File: src/rtl/fetch_pc_ctrl_if.sv
// Bundle of the branch-resolution, instruction-memory and decode-side signals
// of the fetch PC controller; master is the controller, slave the environment.
interface fetch_pc_ctrl_if #(
  parameter int unsigned WordSize = 32
);
  logic                br_valid;
  logic                br_taken;
  logic [WordSize-1:0] br_addr;
  logic                stall;
  logic                imem_req;
  logic [WordSize-1:0] imem_addr;
  logic                imem_ack;
  logic [WordSize-1:0] imem_data;
  logic                if_valid;
  logic [WordSize-1:0] if_pc;
  logic [WordSize-1:0] if_inst;
  logic                flush;
  logic                misalign_err;

  modport master (
    input  br_valid, br_taken, br_addr, stall, imem_ack, imem_data,
    output imem_req, imem_addr, if_valid, if_pc, if_inst, flush, misalign_err
  );

  modport slave (
    output br_valid, br_taken, br_addr, stall, imem_ack, imem_data,
    input  imem_req, imem_addr, if_valid, if_pc, if_inst, flush, misalign_err
  );
endinterface

File: src/rtl/fetch_pc_ctrl.sv
// Fetch PC controller: sequential instruction fetch with a 1-entry skid buffer,
// taken-branch redirect with drain of an in-flight request, misalignment fault.
module fetch_pc_ctrl #(
  parameter int unsigned         WordSize = 32,
  parameter logic [WordSize-1:0] ResetVec = '0
) (
  input  logic            clk,
  input  logic            rstn,
  fetch_pc_ctrl_if.master bus
);

  typedef enum logic [1:0] {
    S_IDLE,
    S_REQ,
    S_DRAIN,
    S_FAULT
  } state_e;

  state_e              state_q, state_d;
  logic [WordSize-1:0] pc_q, pc_d;
  logic                req_q, req_d;
  logic [WordSize-1:0] addr_q, addr_d;
  logic                if_valid_q, if_valid_d;
  logic [WordSize-1:0] if_pc_q, if_pc_d;
  logic [WordSize-1:0] if_inst_q, if_inst_d;
  logic                skid_valid_q, skid_valid_d;
  logic [WordSize-1:0] skid_pc_q, skid_pc_d;
  logic [WordSize-1:0] skid_inst_q, skid_inst_d;
  logic                flush_q, flush_d;
  logic                misalign_q, misalign_d;

  logic redirect;
  logic ack;
  logic consumed;
  logic tgt_misaligned;

  assign redirect       = bus.br_valid & bus.br_taken & (state_q != S_FAULT);
  assign ack            = req_q & bus.imem_ack;
  assign consumed       = ~if_valid_q | ~bus.stall;
  assign tgt_misaligned = (bus.br_addr[1:0] != 2'b00);

  always_comb begin
    state_d      = state_q;
    pc_d         = pc_q;
    req_d        = req_q;
    addr_d       = addr_q;
    if_valid_d   = if_valid_q;
    if_pc_d      = if_pc_q;
    if_inst_d    = if_inst_q;
    skid_valid_d = skid_valid_q;
    skid_pc_d    = skid_pc_q;
    skid_inst_d  = skid_inst_q;
    flush_d      = 1'b0;
    misalign_d   = misalign_q;

    if (redirect) begin
      // Any ack this cycle belongs to the old path and is dropped.
      pc_d         = bus.br_addr;
      if_valid_d   = 1'b0;
      skid_valid_d = 1'b0;
      flush_d      = 1'b1;
      if (tgt_misaligned) misalign_d = 1'b1;
      if (req_q && !bus.imem_ack) begin
        state_d = S_DRAIN;
      end else if (tgt_misaligned) begin
        state_d = S_FAULT;
        req_d   = 1'b0;
      end else begin
        state_d = S_REQ;
        req_d   = 1'b1;
        addr_d  = bus.br_addr;
      end
    end else begin
      unique case (state_q)
        S_IDLE: state_d = S_REQ;

        S_REQ: begin
          if (consumed) begin
            if (skid_valid_q) begin
              if_valid_d   = 1'b1;
              if_pc_d      = skid_pc_q;
              if_inst_d    = skid_inst_q;
              skid_valid_d = 1'b0;
              if (ack) begin
                skid_valid_d = 1'b1;
                skid_pc_d    = pc_q;
                skid_inst_d  = bus.imem_data;
              end
            end else if (ack) begin
              if_valid_d = 1'b1;
              if_pc_d    = pc_q;
              if_inst_d  = bus.imem_data;
            end else begin
              if_valid_d = 1'b0;
            end
          end else if (ack) begin
            skid_valid_d = 1'b1;
            skid_pc_d    = pc_q;
            skid_inst_d  = bus.imem_data;
          end

          if (ack) pc_d = pc_q + WordSize'(4);

          // Back-to-back launch keeps a zero-wait memory at one word per cycle.
          if (req_q && !bus.imem_ack) begin
            req_d = 1'b1;
          end else if (!skid_valid_d) begin
            req_d  = 1'b1;
            addr_d = pc_d;
          end else begin
            req_d = 1'b0;
          end
        end

        S_DRAIN: begin
          if (ack) begin
            if (pc_q[1:0] != 2'b00) begin
              state_d = S_FAULT;
              req_d   = 1'b0;
            end else begin
              state_d = S_REQ;
              req_d   = 1'b1;
              addr_d  = pc_q;
            end
          end
        end

        S_FAULT: begin
          req_d        = 1'b0;
          if_valid_d   = 1'b0;
          skid_valid_d = 1'b0;
        end

        default: state_d = S_IDLE;
      endcase
    end
  end

  always_ff @(posedge clk or negedge rstn) begin
    if (!rstn) begin
      state_q      <= S_IDLE;
      pc_q         <= ResetVec;
      req_q        <= 1'b0;
      addr_q       <= ResetVec;
      if_valid_q   <= 1'b0;
      if_pc_q      <= '0;
      if_inst_q    <= '0;
      skid_valid_q <= 1'b0;
      skid_pc_q    <= '0;
      skid_inst_q  <= '0;
      flush_q      <= 1'b0;
      misalign_q   <= 1'b0;
    end else begin
      state_q      <= state_d;
      pc_q         <= pc_d;
      req_q        <= req_d;
      addr_q       <= addr_d;
      if_valid_q   <= if_valid_d;
      if_pc_q      <= if_pc_d;
      if_inst_q    <= if_inst_d;
      skid_valid_q <= skid_valid_d;
      skid_pc_q    <= skid_pc_d;
      skid_inst_q  <= skid_inst_d;
      flush_q      <= flush_d;
      misalign_q   <= misalign_d;
    end
  end

  assign bus.imem_req     = req_q;
  assign bus.imem_addr    = addr_q;
  assign bus.if_valid     = if_valid_q;
  assign bus.if_pc        = if_pc_q;
  assign bus.if_inst      = if_inst_q;
  assign bus.flush        = flush_q;
  assign bus.misalign_err = misalign_q;

endmodule

File: src/flat_wrapper.sv
// flat-port wrapper written by rule: the top's interface ports become plain ports
module fetch_pc_ctrl_flat 
#(
  parameter int unsigned         WordSize = 32,
  parameter logic [WordSize-1:0] ResetVec = '0
)
  (clk, rstn, bus_br_valid, bus_br_taken, bus_br_addr, bus_stall, bus_imem_ack, bus_imem_data, bus_imem_req, bus_imem_addr, bus_if_valid, bus_if_pc, bus_if_inst, bus_flush, bus_misalign_err);
  fetch_pc_ctrl_if #(.WordSize(WordSize)) bus_i ();
  input  logic clk;
  input  logic rstn;
  input wire logic [$bits(bus_i.br_valid)-1:0] bus_br_valid;
  input wire logic [$bits(bus_i.br_taken)-1:0] bus_br_taken;
  input wire logic [$bits(bus_i.br_addr)-1:0] bus_br_addr;
  input wire logic [$bits(bus_i.stall)-1:0] bus_stall;
  input wire logic [$bits(bus_i.imem_ack)-1:0] bus_imem_ack;
  input wire logic [$bits(bus_i.imem_data)-1:0] bus_imem_data;
  output wire logic [$bits(bus_i.imem_req)-1:0] bus_imem_req;
  output wire logic [$bits(bus_i.imem_addr)-1:0] bus_imem_addr;
  output wire logic [$bits(bus_i.if_valid)-1:0] bus_if_valid;
  output wire logic [$bits(bus_i.if_pc)-1:0] bus_if_pc;
  output wire logic [$bits(bus_i.if_inst)-1:0] bus_if_inst;
  output wire logic [$bits(bus_i.flush)-1:0] bus_flush;
  output wire logic [$bits(bus_i.misalign_err)-1:0] bus_misalign_err;
  assign bus_i.br_valid = bus_br_valid;
  assign bus_i.br_taken = bus_br_taken;
  assign bus_i.br_addr = bus_br_addr;
  assign bus_i.stall = bus_stall;
  assign bus_i.imem_ack = bus_imem_ack;
  assign bus_i.imem_data = bus_imem_data;
  assign bus_imem_req = bus_i.imem_req;
  assign bus_imem_addr = bus_i.imem_addr;
  assign bus_if_valid = bus_i.if_valid;
  assign bus_if_pc = bus_i.if_pc;
  assign bus_if_inst = bus_i.if_inst;
  assign bus_flush = bus_i.flush;
  assign bus_misalign_err = bus_i.misalign_err;
  fetch_pc_ctrl #(.WordSize(WordSize), .ResetVec(ResetVec)) u_core (.clk(clk), .rstn(rstn), .bus(bus_i));
endmodule
File: config.mk
export PLATFORM = sky130hd
export DESIGN_NAME = fetch_pc_ctrl_flat
export DESIGN_NICKNAME = d
export VERILOG_FILES = /design/src/rtl/fetch_pc_ctrl_if.sv /design/src/rtl/fetch_pc_ctrl.sv /design/src/flat_wrapper.sv
export SDC_FILE = /design/constraint.sdc
export NUM_CORES = 1
export LEC_CHECK = 0
export BUFFER_PORTS_ARGS = -buffer_cell sky130_fd_sc_hd__buf_2
export CORE_UTILIZATION = 47
export DETAILED_ROUTE_END_ITERATION = 10
export GPL_TIMING_DRIVEN = 1
export MAX_ROUTING_LAYER = met4
export PLACE_DENSITY = 0.69
export SLEW_MARGIN = 20
export SYNTH_ARGS = -nofsm -noshare
export SYNTH_HDL_FRONTEND = slang
export SYNTH_SLANG_ARGS = --single-unit
File: constraint.sdc
create_clock -name clk -period 3 [get_ports clk]
set_input_delay 0.3 -clock clk [delete_from_list [all_inputs] [get_ports clk]]
set_output_delay 0.3 -clock clk [all_outputs]
set_load 0.05 [all_outputs]
==> metrics.txt <==
outcome=complete, no violations; Starting DRT DRC Count=549; switch share=0.471; FILL cells=1818; Fin. Hold Viols=0; Power Density=1210 mW/mm²; Starting Density=0.482; maximum fanout along the worst path=25; asr flop ratio synth=1.00; CTS clk-pin slew, worst paths=70 ps; initial antenna violation count=0; design area=0.0114 mm²; Routed Wire Length=22.8 mm; hpwl dp=15.5 mm; Final Net Count=1115; Avg Cell Area, Syn=10.7 µm²; DRT antenna net count=0; CTS tree=yes; first-pass detailed-route iteration total=5; top post-synthesis cells by area=dfrtp_1, mux2_2, mux2i_1, nand2_1, o21ai_0; Synth Instances=916; Most Crowded Layer GR=met2; antenna cells=0; Final Cycle Share=0.809; Slew @ Worst Pin=945 ps; die width=146 µm; first-pass GRT wire length=37.7 mm; switching power=6.48 mW; max-cap viol count=0; Post-synth EDFFs=0; Clock power frac=0.179; Startpoint Class=register; Most used DFF post-synth=dfrtp_1; detailed-route via count=7304; Critical Path RT=3310 ps; Setup CP Type=reg -> reg; Area Overhead vs Synth=16.2%; fin crit period=2430 ps; Peak Freq=412 MHz; min-delay src=bus_imem_data[30]; cell-internal power=7.27 mW; vias per cell=5.52; Combinational Power Share=0.462; Synth top area share=0.509; Pleak=5.06 nW; largest net degree at the start of global routing=129; IO Port Bufs=169; clk sinks=199; Worst Setup End Kind=register; GRT Residual Overflow=0; clock root cell=clkbuf_16; clk_skew=9.23 ps; grt met1 use=0.325; TritonCTS Buffers=17; Yosys warnings=0; DRC=0; Rows=52; DIE AREA=0.0214 mm²; Bufs on Longest Clock Path=2; Crit. Startpoint=u_core.state_q[1]$_DFFE_PN0P_; Placed Area=0.0107 mm²; syn nets=991; Final GP Congestion=0.896; CP Data Arrival Time=2740 ps; RSZ-0062 raised after global routing=no; mapped cell area=0.00978 mm²; I/O pin cnt=170; Die Span Y=146 µm; leading area contributor after synthesis=dfrtp_1; RR Startpoint=u_core.state_q[1]$_DFFE_PN0P_; gr usage total=0.229; M3 GR Usage=0.0341; # setup viols final=0; Core Footprint=0.0203 mm²; Setup TNS=0 ps; met2 GRT Util=0.332; clk_lat worst skew=440 ps; WL/cell=17.3 µm; final-report max-slew violation count=0; Max VDD drop=0.791 mV; worst min-delay path class=in -> reg; CTS H-tree depth=4; FF+latch count, synth=199; sequential area share after synthesis=0.509; max_slew headroom=0.370; sequential power share=0.359; layout cell share with drive strength beyond 1=0.289; vias in the first global route=7094; library cells used by synthesis=60
[layout by cell type, fill, tap and decap left out, drive strengths merged, types with 4 or more instances in the layout]
master,synthesis,routed
dfrtp,199,199
buf,45,184
nand2,104,104
mux2,78,78
o21ai,77,77
mux2i,69,69
nor2,47,47
a21oi,43,43
nand3,38,38
xnor2,30,30
nor3,20,20
clkbuf,36,20
xor2,19,19
nand4,18,18
inv,8,12
o221a,11,11
nor4,10,10
a31oi,6,6
and2,5,5
and4,5,5
ha,5,5
o211ai,4,4
and3,4,4
bufinv,0,4
[worst max-delay path, cell delays in order, from the launching register on]
cell and delay [ps]:
dfrtp_1 430, ha_1 230, nand3b_4 170, inv_2 150, o31ai_1 120, a21oi_2 150
and2_1 300, buf_4 390, mux2_1 360
[per-stage QoR]
step	util	setup WS (ps)	std cells	power (mW)	hold slack, ps
after CTS	0.560	568	1323	13.8	89.7
after global routing	0.560	413	1323	14.6	92.2
after detailed placement	0.528	582	1290	11.3	408
final	0.560	572	1323	13.8	108
after global placement	0.528	657	1290	11.2	408
after floorplan	-	886	916	9.76	4.41
[kinds of logic after synthesis]
group / after synthesis / share of synthesized area
compound gates: 157 / 0.0957
xor+xnor: 49 / 0.0439
fa+ha+maj: 5 / 0.00640
buf+inv: 89 / 0.0459
flops: 199 / 0.509
mux: 147 / 0.160
simple gates: 270 / 0.139
[path summary, 6_finish.rpt]
path / end / slack [ps] / depth (start not counted)
worst max-delay path: u_core.bus.imem_addr[3]$_DFFE_PN0P_ / 570 / 8
worst min-delay path: u_core.skid_inst_q[30]$_DFFE_PN0P_ / 110 / 2
worst max register to register: u_core.bus.imem_addr[3]$_DFFE_PN0P_ / 570 / 8
worst min register to register: u_core.bus.misalign_err$_DFFE_PN0N_ / 470 / 1
max in group asynchronous: u_core.skid_inst_q[16]$_DFFE_PN0P_ / 1790 / 3
min in group asynchronous: u_core.bus.imem_addr[22]$_DFFE_PN0P_ / 470 / 2
[state kept, by name (all words and copies together) (netlist names)]
register	flops
u_core.pc_q	32
u_core.bus.if_valid	1
u_core.bus.flush	1
u_core.bus.misalign_err	1
u_core.bus.imem_addr	32
u_core.bus.if_pc	32
u_core.bus.if_inst	32
u_core.state_q	2
u_core.skid_valid_q	1
u_core.bus.imem_req	1
u_core.skid_pc_q	32
u_core.skid_inst_q	32
[power by group through the flow]
stage	combinational [mW]	sequential (mW)	clock (mW)
detailed placement	6.36	4.97	0
global route	6.84	5.10	2.63
floorplan	3.21	6.54	0
global placement	6.27	4.92	0
CTS	6.39	4.93	2.52
finish	6.35	4.94	2.46
[repair_timing]
item | 4_1_cts | 5_1_grt
buffers inserted | 0 | 0
hold endpoints to repair | 79 | 0
hold buffers | 1 | 0
gates resized for setup | 0 | 0
[synth_stat cells, types with 5 or more instances]
cell        n
a21oi_1    42
nand2_1   103
inv_1       7
o21ai_0    76
nand4_1    18
nor3_1     18
xor2_1     19
buf_2      22
a31oi_1     6
clkbuf_1   32
nand3_1    38
nor4_1      8
and2_1      5
dfrtp_1   199
mux2_1     14
o221a_2    11
and4_1      5
mux2_2     64
buf_1       8
xnor2_1    30
mux2i_1    69
ha_1        5
nor2_1     46
buf_4       8
buf_6       7
[layout make-up]
type,count,area (µm²),area share
clock buffers,19,433,0.0381
clock inverters,13,195,0.0172
inverters,8,30.0,0.00264
multi-input cells,628,4350,0.383
flip-flops and latches,199,4980,0.438
well taps,270,338,0.0297
repair buffers,186,1030,0.0910
[layer usage]
| layer | vias up | wire length [µm] |
|---|---|---|
| met3 | 40 | 1330 |
| li1 | 3465 | - |
| met4 | 0 | 552 |
| met1 | 3520 | 10900 |
| met5 | - | 0 |
| met2 | 279 | 10100 |
No activity file was read; power rests on OpenSTA's default activity.
